`config.mk`:
```
export PLATFORM = sky130hd
export DESIGN_NAME = vga_sync_gen
export DESIGN_NICKNAME = d
export VERILOG_FILES = /design/src/rtl/vga_pkg.sv /design/src/rtl/vga_sync_gen_mod_counter.sv /design/src/rtl/vga_sync_gen.sv
export SDC_FILE = /design/constraint.sdc
export NUM_CORES = 1
export LEC_CHECK = 0
export ABC_AREA = 1
export ABC_CLOCK_PERIOD_IN_PS = 2160
export BUFFER_PORTS_ARGS = -buffer_cell sky130_fd_sc_hd__buf_2
export CAP_MARGIN = 5
export CELL_PAD_IN_SITES_DETAIL_PLACEMENT = 1
export CELL_PAD_IN_SITES_GLOBAL_PLACEMENT = 2
export CORE_AREA = 2 2 97 99
export CTS_CLUSTER_DIAMETER = 80
export DETAILED_ROUTE_END_ITERATION = 7
export DIE_AREA = 0 0 99 101
export PLACE_DENSITY_LB_ADDON = 0.1
export SLEW_MARGIN = 20
export SYNTH_ARGS = -nofsm -noshare
export SYNTH_HDL_FRONTEND = slang
export SYNTH_SLANG_ARGS = --single-unit
```
`constraint.sdc`:
```
create_clock -name clk_12 -period 2.16 [get_ports clk_12]
set_clock_uncertainty 0.15 [all_clocks]
set_input_delay 0.432 -clock clk_12 [delete_from_list [all_inputs] [get_ports clk_12]]
set_output_delay 0.432 -clock clk_12 [all_outputs]
set_load 0.01 [all_outputs]
```
`src/rtl/vga_pkg.sv`:
```
// Shared timing constants and helpers for the 320x480 @ ~57 Hz raster generator
// running one pixel per 12 MHz clock (half-rate horizontal 640x480 timing).
package vga_pkg;

    localparam int COORD_W = 10;

    localparam int VGA_H_VIS  = 320;
    localparam int VGA_H_FP   = 8;
    localparam int VGA_H_SYNC = 48;
    localparam int VGA_H_BP   = 24;

    localparam int VGA_V_VIS  = 480;
    localparam int VGA_V_FP   = 10;
    localparam int VGA_V_SYNC = 2;
    localparam int VGA_V_BP   = 33;

    localparam int VGA_H_TOTAL = VGA_H_VIS + VGA_H_FP + VGA_H_SYNC + VGA_H_BP;
    localparam int VGA_V_TOTAL = VGA_V_VIS + VGA_V_FP + VGA_V_SYNC + VGA_V_BP;

    // Sync pulses are active-low in the standard 640x480 mode.
    localparam logic VGA_SYNC_POL = 1'b0;

    function automatic logic in_window(
        input logic [COORD_W-1:0] val,
        input logic [COORD_W-1:0] lo,
        input logic [COORD_W-1:0] hi
    );
        return (val >= lo) && (val <= hi);
    endfunction

    function automatic logic sync_level(input logic active, input logic pol);
        return active ? pol : ~pol;
    endfunction

endpackage

```
`src/rtl/vga_sync_gen_mod_counter.sv`:
```
// Modulo-N counter with enable and synchronous reset; wrap_o flags the
// enabled terminal-count cycle so counters can be cascaded.
module mod_counter #(
    parameter int W       = 10,
    parameter int MODULUS = 400
) (
    input  logic         clk_i,
    input  logic         rst_i,
    input  logic         en_i,
    output logic [W-1:0] cnt_o,
    output logic         wrap_o
);

    localparam logic [W-1:0] LAST = W'(MODULUS - 1);

    logic [W-1:0] cnt_q;
    logic [W-1:0] cnt_d;
    logic         at_last;

    assign at_last = (cnt_q == LAST);

    always_comb begin
        cnt_d = cnt_q;
        if (en_i) begin
            cnt_d = at_last ? '0 : cnt_q + 1'b1;
        end
    end

    always_ff @(posedge clk_i) begin
        if (rst_i) begin
            cnt_q <= '0;
        end else begin
            cnt_q <= cnt_d;
        end
    end

    assign cnt_o  = cnt_q;
    assign wrap_o = at_last & en_i;

endmodule

```
`src/rtl/vga_sync_gen.sv`:
```
// Raster timing generator: cascaded h/v counters, registered decode of sync,
// visible-area flag, coordinates, strobes and a frame counter, all aligned.
module vga_sync_gen
    import vga_pkg::*;
#(
    parameter int   H_VIS    = VGA_H_VIS,
    parameter int   H_FP     = VGA_H_FP,
    parameter int   H_SYNC   = VGA_H_SYNC,
    parameter int   H_BP     = VGA_H_BP,
    parameter int   V_VIS    = VGA_V_VIS,
    parameter int   V_FP     = VGA_V_FP,
    parameter int   V_SYNC   = VGA_V_SYNC,
    parameter int   V_BP     = VGA_V_BP,
    parameter logic SYNC_POL = VGA_SYNC_POL
) (
    input  logic               clk_12,
    input  logic               rst,
    input  logic               pix_en,
    output logic               hsync,
    output logic               vsync,
    output logic               video_on,
    output logic [COORD_W-1:0] pix_x,
    output logic [COORD_W-1:0] pix_y,
    output logic               line_start,
    output logic               frame_start,
    output logic [7:0]         frame_cnt
);

    localparam int H_TOTAL = H_VIS + H_FP + H_SYNC + H_BP;
    localparam int V_TOTAL = V_VIS + V_FP + V_SYNC + V_BP;

    if ((H_TOTAL > (1 << COORD_W)) || (V_TOTAL > (1 << COORD_W))) begin : g_total_check
        $error("vga_sync_gen: H_TOTAL or V_TOTAL exceeds the coordinate range");
    end

    localparam logic [COORD_W-1:0] H_VIS_C  = COORD_W'(H_VIS);
    localparam logic [COORD_W-1:0] V_VIS_C  = COORD_W'(V_VIS);
    localparam logic [COORD_W-1:0] HS_START = COORD_W'(H_VIS + H_FP);
    localparam logic [COORD_W-1:0] HS_END   = COORD_W'(H_VIS + H_FP + H_SYNC - 1);
    localparam logic [COORD_W-1:0] VS_START = COORD_W'(V_VIS + V_FP);
    localparam logic [COORD_W-1:0] VS_END   = COORD_W'(V_VIS + V_FP + V_SYNC - 1);

    logic [COORD_W-1:0] h_cnt;
    logic [COORD_W-1:0] v_cnt;
    logic               h_wrap;
    logic               v_wrap;

    mod_counter #(
        .W       (COORD_W),
        .MODULUS (H_TOTAL)
    ) u_h_cnt (
        .clk_i  (clk_12),
        .rst_i  (rst),
        .en_i   (pix_en),
        .cnt_o  (h_cnt),
        .wrap_o (h_wrap)
    );

    // The line-end wrap is the only thing that advances the line counter.
    mod_counter #(
        .W       (COORD_W),
        .MODULUS (V_TOTAL)
    ) u_v_cnt (
        .clk_i  (clk_12),
        .rst_i  (rst),
        .en_i   (h_wrap),
        .cnt_o  (v_cnt),
        .wrap_o (v_wrap)
    );

    // Frames completed so far; it sits alongside the counters so the
    // registered copy below lines up with the (0,0) output cycle.
    logic [7:0] frame_acc_q;
    logic [7:0] frame_acc_d;

    always_comb begin
        frame_acc_d = frame_acc_q;
        if (v_wrap) begin
            frame_acc_d = frame_acc_q + 8'd1;
        end
    end

    always_ff @(posedge clk_12) begin
        if (rst) begin
            frame_acc_q <= '0;
        end else begin
            frame_acc_q <= frame_acc_d;
        end
    end

    logic               hsync_q,       hsync_d;
    logic               vsync_q,       vsync_d;
    logic               video_on_q,    video_on_d;
    logic [COORD_W-1:0] pix_x_q,       pix_x_d;
    logic [COORD_W-1:0] pix_y_q,       pix_y_d;
    logic               line_start_q,  line_start_d;
    logic               frame_start_q, frame_start_d;
    logic [7:0]         frame_cnt_q,   frame_cnt_d;

    always_comb begin
        hsync_d       = sync_level(in_window(h_cnt, HS_START, HS_END), SYNC_POL);
        vsync_d       = sync_level(in_window(v_cnt, VS_START, VS_END), SYNC_POL);
        video_on_d    = (h_cnt < H_VIS_C) && (v_cnt < V_VIS_C);
        pix_x_d       = h_cnt;
        pix_y_d       = v_cnt;
        line_start_d  = (h_cnt == '0);
        frame_start_d = (h_cnt == '0) && (v_cnt == '0);
        frame_cnt_d   = frame_acc_q;
    end

    // Output stage: one enabled cycle behind the counters, everything in step.
    always_ff @(posedge clk_12) begin
        if (rst) begin
            hsync_q       <= ~SYNC_POL;
            vsync_q       <= ~SYNC_POL;
            video_on_q    <= 1'b0;
            pix_x_q       <= '0;
            pix_y_q       <= '0;
            line_start_q  <= 1'b0;
            frame_start_q <= 1'b0;
            frame_cnt_q   <= '0;
        end else if (pix_en) begin
            hsync_q       <= hsync_d;
            vsync_q       <= vsync_d;
            video_on_q    <= video_on_d;
            pix_x_q       <= pix_x_d;
            pix_y_q       <= pix_y_d;
            line_start_q  <= line_start_d;
            frame_start_q <= frame_start_d;
            frame_cnt_q   <= frame_cnt_d;
        end
    end

    assign hsync       = hsync_q;
    assign vsync       = vsync_q;
    assign video_on    = video_on_q;
    assign pix_x       = pix_x_q;
    assign pix_y       = pix_y_q;
    assign line_start  = line_start_q;
    assign frame_start = frame_start_q;
    assign frame_cnt   = frame_cnt_q;

endmodule

```
# Yosys cells after proc, flatten, opt, wreduce, memory -nomap -nowiden
# Index checks and enable logic that the tools add are counted.
[classes] addsub=3 magnitude_cmp=6 eq_ne=2 n_mux=4 bitwise_logic=2 n_reduce_logical=6
[op_table] op="10-bit by 1-bit adder with 10-bit output (second input constant)" count=2
[op_table] op="10-bit by 9-bit greater-or-equal comparator with 1-bit output (second input constant)" count=2
[op_table] op="10-bit by 9-bit less-or-equal comparator with 1-bit output (second input constant)" count=2
[op_table] op="10-bit zero test" count=2
[op_table] op="10-bit by 9-bit less-than comparator with 1-bit output (second input constant)" count=2
[op_table] op="10-bit 2-to-1 mux" count=2
[op_table] op="10-bit == test (second input constant)" count=1
[op_table] op="10-bit by 9-bit == test with 1-bit output (second input constant)" count=1
[op_table] op="8-bit by 1-bit adder with 8-bit output (second input constant)" count=1
[op_table] op="1-bit logical AND" count=4
[op_table] op="1-bit bitwise AND" count=2
[op_table] op="1-bit 2-to-1 mux" count=2
[word_totals] ff_bits=61 in_bits=3 out_inout_bits=33 elab_cells=34

# Depth between registers and ports, before layout
[logic_depth] word_depth=3 mapped_depth=11 depth_no_buf=11

# Modules after synthesis
# Synthesis repeated with hierarchy kept, for this count alone.
[unflattened] cells_unflattened=355 area_unflattened_um2=2620.0
[by_module_without_submodules] mod="vga_sync_gen" n_inst=1 cells_each=206 area_each_um2=1570.3 seq_area_each_um2=820.8
[by_module_without_submodules] mod="mod_counter (u_h_cnt)" n_inst=1 cells_each=78 area_each_um2=533.0 seq_area_each_um2=200.2
[by_module_without_submodules] mod="mod_counter (u_v_cnt)" n_inst=1 cells_each=71 area_each_um2=516.7 seq_area_each_um2=200.2

# Worst setup path before layout
# OpenSTA, ideal clock, no wires.
[synth_path] kind="flip-flop to flip-flop" startpoint="reg u_v_cnt.cnt_q[0] (netlist: u_v_cnt.cnt_o[0])" endpoint="reg frame_acc_q[4]" setup_time_ns=0.109 arrival_time_ns=1.258 required_time_ns=1.901 path_slack_ns=0.644 path_stages_with_launch=12 path_buffers=0 path_cell_list="dfxtp_1 -> inv_1 -> ha_1 -> inv_1 -> nor2_1 -> nand2_1 -> nor2_1 -> nand3_2 -> nand2_1 -> nand2_1 -> nand2_1 -> inv_1"
[synth_via] elab_chain_len=2
[synth_rtl] element="start, declared" line_no="vga_sync_gen_mod_counter.sv:16" source="logic [W-1:0] cnt_q;"
[synth_rtl] element="start signal, assigned" line_no="vga_sync_gen_mod_counter.sv:33" source="cnt_q <= cnt_d;"
[synth_rtl] element="10-bit == test" line_no="vga_sync_gen_mod_counter.sv:20" source="assign at_last = (cnt_q == LAST);"
[synth_rtl] element="1-bit bitwise AND" line_no="vga_sync_gen_mod_counter.sv:38" source="assign wrap_o = at_last & en_i;"
[synth_rtl] element="end signal, assigned" line_no="vga_sync_gen.sv:87" source="frame_acc_q <= frame_acc_d;"
[synth_rtl] element="end, declared" line_no="vga_sync_gen.sv:73" source="logic [7:0] frame_acc_q;"
# Every way passes these cells.
# A chain may end at the register's enable or synchronous reset.

# Worst setup path in the final report
[layout_path] startpoint="reg u_v_cnt.cnt_q[1] (netlist: u_v_cnt.cnt_o[1])" endpoint="reg frame_acc_q[4]"
# The elaborated chain is that of the path after synthesis.

==> run_results.csv <==
group,metric,value,unit
floorplanning,dieArea,0.0100,mm²
layout,area_growth,17.6,%
clock_tree,cts_setup_buffers,0,
min_path,whs_endpoint,"pix_x[2]",
power_and_ir_drop,powerDensity,682,mW/mm²
floorplanning,rows,35,
synthesis,yosys_warnings,0,
floorplanning,core_area,0.00898,mm²
outcome,outcome,"finished clean",
placed_design,hpwl,6090,µm
worst_setup_path,r2r_cells,11,
routing,firstDrtPassIters,4,
power_and_ir_drop,p_leak,0.00142,µW
placed_design,place_congestion,0.777,
clock_tree,clkTransAtPathRegs,70,ps
layout,antennaDiodeCount,0,
clock_tree,clock-sinks,61,
synthesis,ys_ff_latch,61,
worst_setup_path,worstReg2RegStart,"u_v_cnt.cnt_o[1]",
floorplanning,die_h,101,µm
grt,antenna_found_initial,0,
worst_setup_path,cpMostUsedCell,"nand2_1",
synthesis,synth_cell_types,31,
timing,fin_crit_sh,0.873,
routing,dr.first_iter.drc_count,92,
flow_run,maxCapViolations,0,
worst_setup_path,critical_path_arrival,1980,ps
min_path,whs_path_depth,2,
timing,tightest_slew,326,ps
worst_setup_path,path_cells,"inv_1 -> ha_1 -> inv_1 -> nor2_1 -> nand2_1 -> nor2_1 -> nand3_2 -> nand2_1 -> nand2_1 -> nand2_1 -> inv_1",
synthesis,ys_seq_area_frac,0.434,
routing,wl,8230,µm
timing,fmax,0.531,GHz
worst_setup_path,reg2reg_to,"frame_acc_q[4]",
routing,vias,2565,
routing,route.detailed.drc,0,
clock_tree,insertion_delay,340,ps
layout,fin_util,0.369,
timing,final.min_clock_period,1880,ps
grt,grt_max_degree,30,
worst_setup_path,path_class,"flip-flop to flip-flop",
worst_setup_path,end_kind,"flip-flop",
grt,overflow,0,
grt,grt_pass1_wl,13900,µm
clock_tree,cts_hold_buf,0,
synthesis,syn-instance-count,384,
floorplanning,dieWidth,99,µm
synthesis,synth_fa_ha_area_frac,0.0267,
synthesis,synth_fp_nets,393,
worst_setup_path,crit_fanout,6,
power_and_ir_drop,worst_ir_drop_vdd,301,µV
routing,detail-route-antenna-nets,0,
clock_tree,clock_path_buffers,2,
synthesis,synth.area.mux_share,0,
floorplanning,start_util,0.313,
worst_setup_path,r2r_setup_slack,280,ps
layout,fin_nets,434,
synthesis,syn_area,0.00281,mm²
worst_setup_path,worst_setup_path_start_kind,"flip-flop",
timing,relSlewSlack,0.782,
synthesis,synth_top_family_by_area,"simple AND/OR/NAND/NOR gates",
clock_tree,cts.htree.levels,3,
placed_design,port_buffers,35,
min_path,hold_class,"flip-flop to flip-flop",
clock_tree,cts_tree,"done",
layout,drive_gt1_frac,0.207,
synthesis,synth_compound_area_frac,0.140,
floorplanning,ios,36,
routing,viasPerCell,4.74,
worst_setup_path,required,2260,ps
worst_setup_path,crit_path_max_incr_delay,370,ps
synthesis,synth_area_per_cell,7.33,µm²
clock_tree,cts-resized-gates,0,
min_path,min-delay-start,"pix_x[2]",
timing,setup_viol,0,
timing,slew_violations,0,
worst_setup_path,worst_path_max_delay_cell,"dfxtp_1",
layout,fillers,1163,
timing,rsz0062_at_grt,"false",
synthesis,synthSimpleGateAreaFrac,0.293,
routing,routedWlPerCell,15.2,µm
clock_tree,numCtsBuffers,9,
timing,finalHoldViolCount,0,
grt,grt_pass1_vias,2557,
clock_tree,cts_root_buf,"clkbuf_8",
timing,fin_setup_tns,0,ps
synthesis,synthXorXnorAreaFrac,0.0342,
grt,grt_usage,0.181,
==> where the power goes <==
group	internal, µW	switching, µW	total, µW	leakage [µW]
logic	52.2	100	152	0.000829
registers	1160	16.2	1170	0.000497
clock network	473	460	933	0.0000921
==> layer usage <==
layer	vias up	track usage	routed length, µm	part of all wire
li1	1322	-	-	-
met1	1199	0.264	4350	0.53
met2	35	0.266	3540	0.43
met3	9	0.0395	247	0.030
met4	0	0.0537	101	0.012
met5	-	0	0	0
==> through the flow <==
stage	total power, µW	hold slack, ps	instance area (µm²)	setup WS [ps]	std cells
after floorplan	1290	298	2810	644	384
after global placement	1350	298	3130	222	525
after detailed placement	1350	306	3130	246	525
after CTS	2290	322	3310	226	541
after global routing	2370	349	3310	64.8	541
final	2260	315	3310	275	541
==> flip-flops by register name (all words and copies together), names as in the netlist <==
name           count
frame_acc_q        8
frame_cnt          8
frame_start        1
hsync              1
line_start         1
pix_x             10
pix_y             10
u_h_cnt.cnt_o     10
u_v_cnt.cnt_o     10
video_on           1
vsync              1
==> layout make-up <==
| cell class | count | area [µm²] | area share |
|---|---|---|---|
| Clock buffer | 12 | 155 | 0.0469 |
| Inverter | 39 | 146 | 0.0442 |
| Clock inverter | 4 | 22.5 | 0.00681 |
| Timing Repair Buffer | 43 | 235 | 0.0711 |
| Multi-Input combinational cell | 271 | 1390 | 0.420 |
| Tap cell | 111 | 139 | 0.0420 |
| Sequential cell | 61 | 1220 | 0.369 |
==> critical path: cells and delay by family, from the launching register on <==
| kind | cells | cell delay (ps) |
|---|---|---|
| flops | 1 | 370 |
| buf+inv | 3 | 250 |
| fa+ha+maj | 1 | 240 |
| simple gates | 7 | 770 |
==> cells by family (layout without fill, tap and decap cells) <==
logic type / after synthesis / count (layout)
and+or+nand+nor: 180 / 180
adders and majority gates: 6 / 6
xor gates and xnor gates: 11 / 11
AOI/OAI and AO/OA: 74 / 74
buffers and inverters: 52 / 98
DFF: 61 / 61
==> how the worst max path moves through the flow <==
| stage | from | to | slack, ps | cells after the start |
|---|---|---|---|---|
| 6_report | u_v_cnt.cnt_o[1] | frame_acc_q[4] | 280 | 11 |
| 2_1_floorplan | u_v_cnt.cnt_o[0] | frame_acc_q[4] | 640 | 11 |
| 3_3_place_gp | u_v_cnt.cnt_o[1] | frame_acc_q[4] | 220 | 11 |
| 5_1_grt | u_v_cnt.cnt_o[1] | frame_acc_q[4] | 60 | 11 |
| 4_1_cts | u_v_cnt.cnt_o[1] | frame_acc_q[4] | 230 | 11 |
| 3_5_place_dp | u_v_cnt.cnt_o[1] | frame_acc_q[4] | 250 | 11 |
==> Yosys cell counts, drive strengths merged <==
master,count,share of area
clkinv,1,0.0013
buf,7,0.012
nor3,11,0.021
o21ai,30,0.053
dfxtp,61,0.43
a21oi,41,0.078
o2111ai,1,0.0031
o31ai,1,0.0027
nand4,8,0.025
xor2,11,0.034
nand2,87,0.12
inv,38,0.051
clkbuf,6,0.0080
nor2,61,0.096
ha,6,0.027
nand3,10,0.020
nor3b,3,0.0098
a211oi,1,0.0027
==> cell usage in the layout (no fill, tap or decap) <==
cell	n
nand2_1	82
nand3_2	1
inv_2	6
inv_1	32
nor2_4	3
o31ai_1	1
nor3_1	10
o2111ai_1	1
clkinvlp_4	1
nor2_1	50
a21oi_2	4
nand4_1	6
a211oi_1	1
dfxtp_1	61
clkbuf_8	11
a21oi_1	37
nand4_2	1
nand3_1	9
nor3b_2	1
o21ai_0	26
nand4_4	1
o21ai_1	4
clkinv_1	1
xor2_1	11
clkinv_2	3
buf_4	8
nor3_2	1
ha_1	6
nor3b_1	2
nand2_2	5
clkbuf_1	1
buf_2	35
nor2_2	8
(Power assumes the default switching activity.)
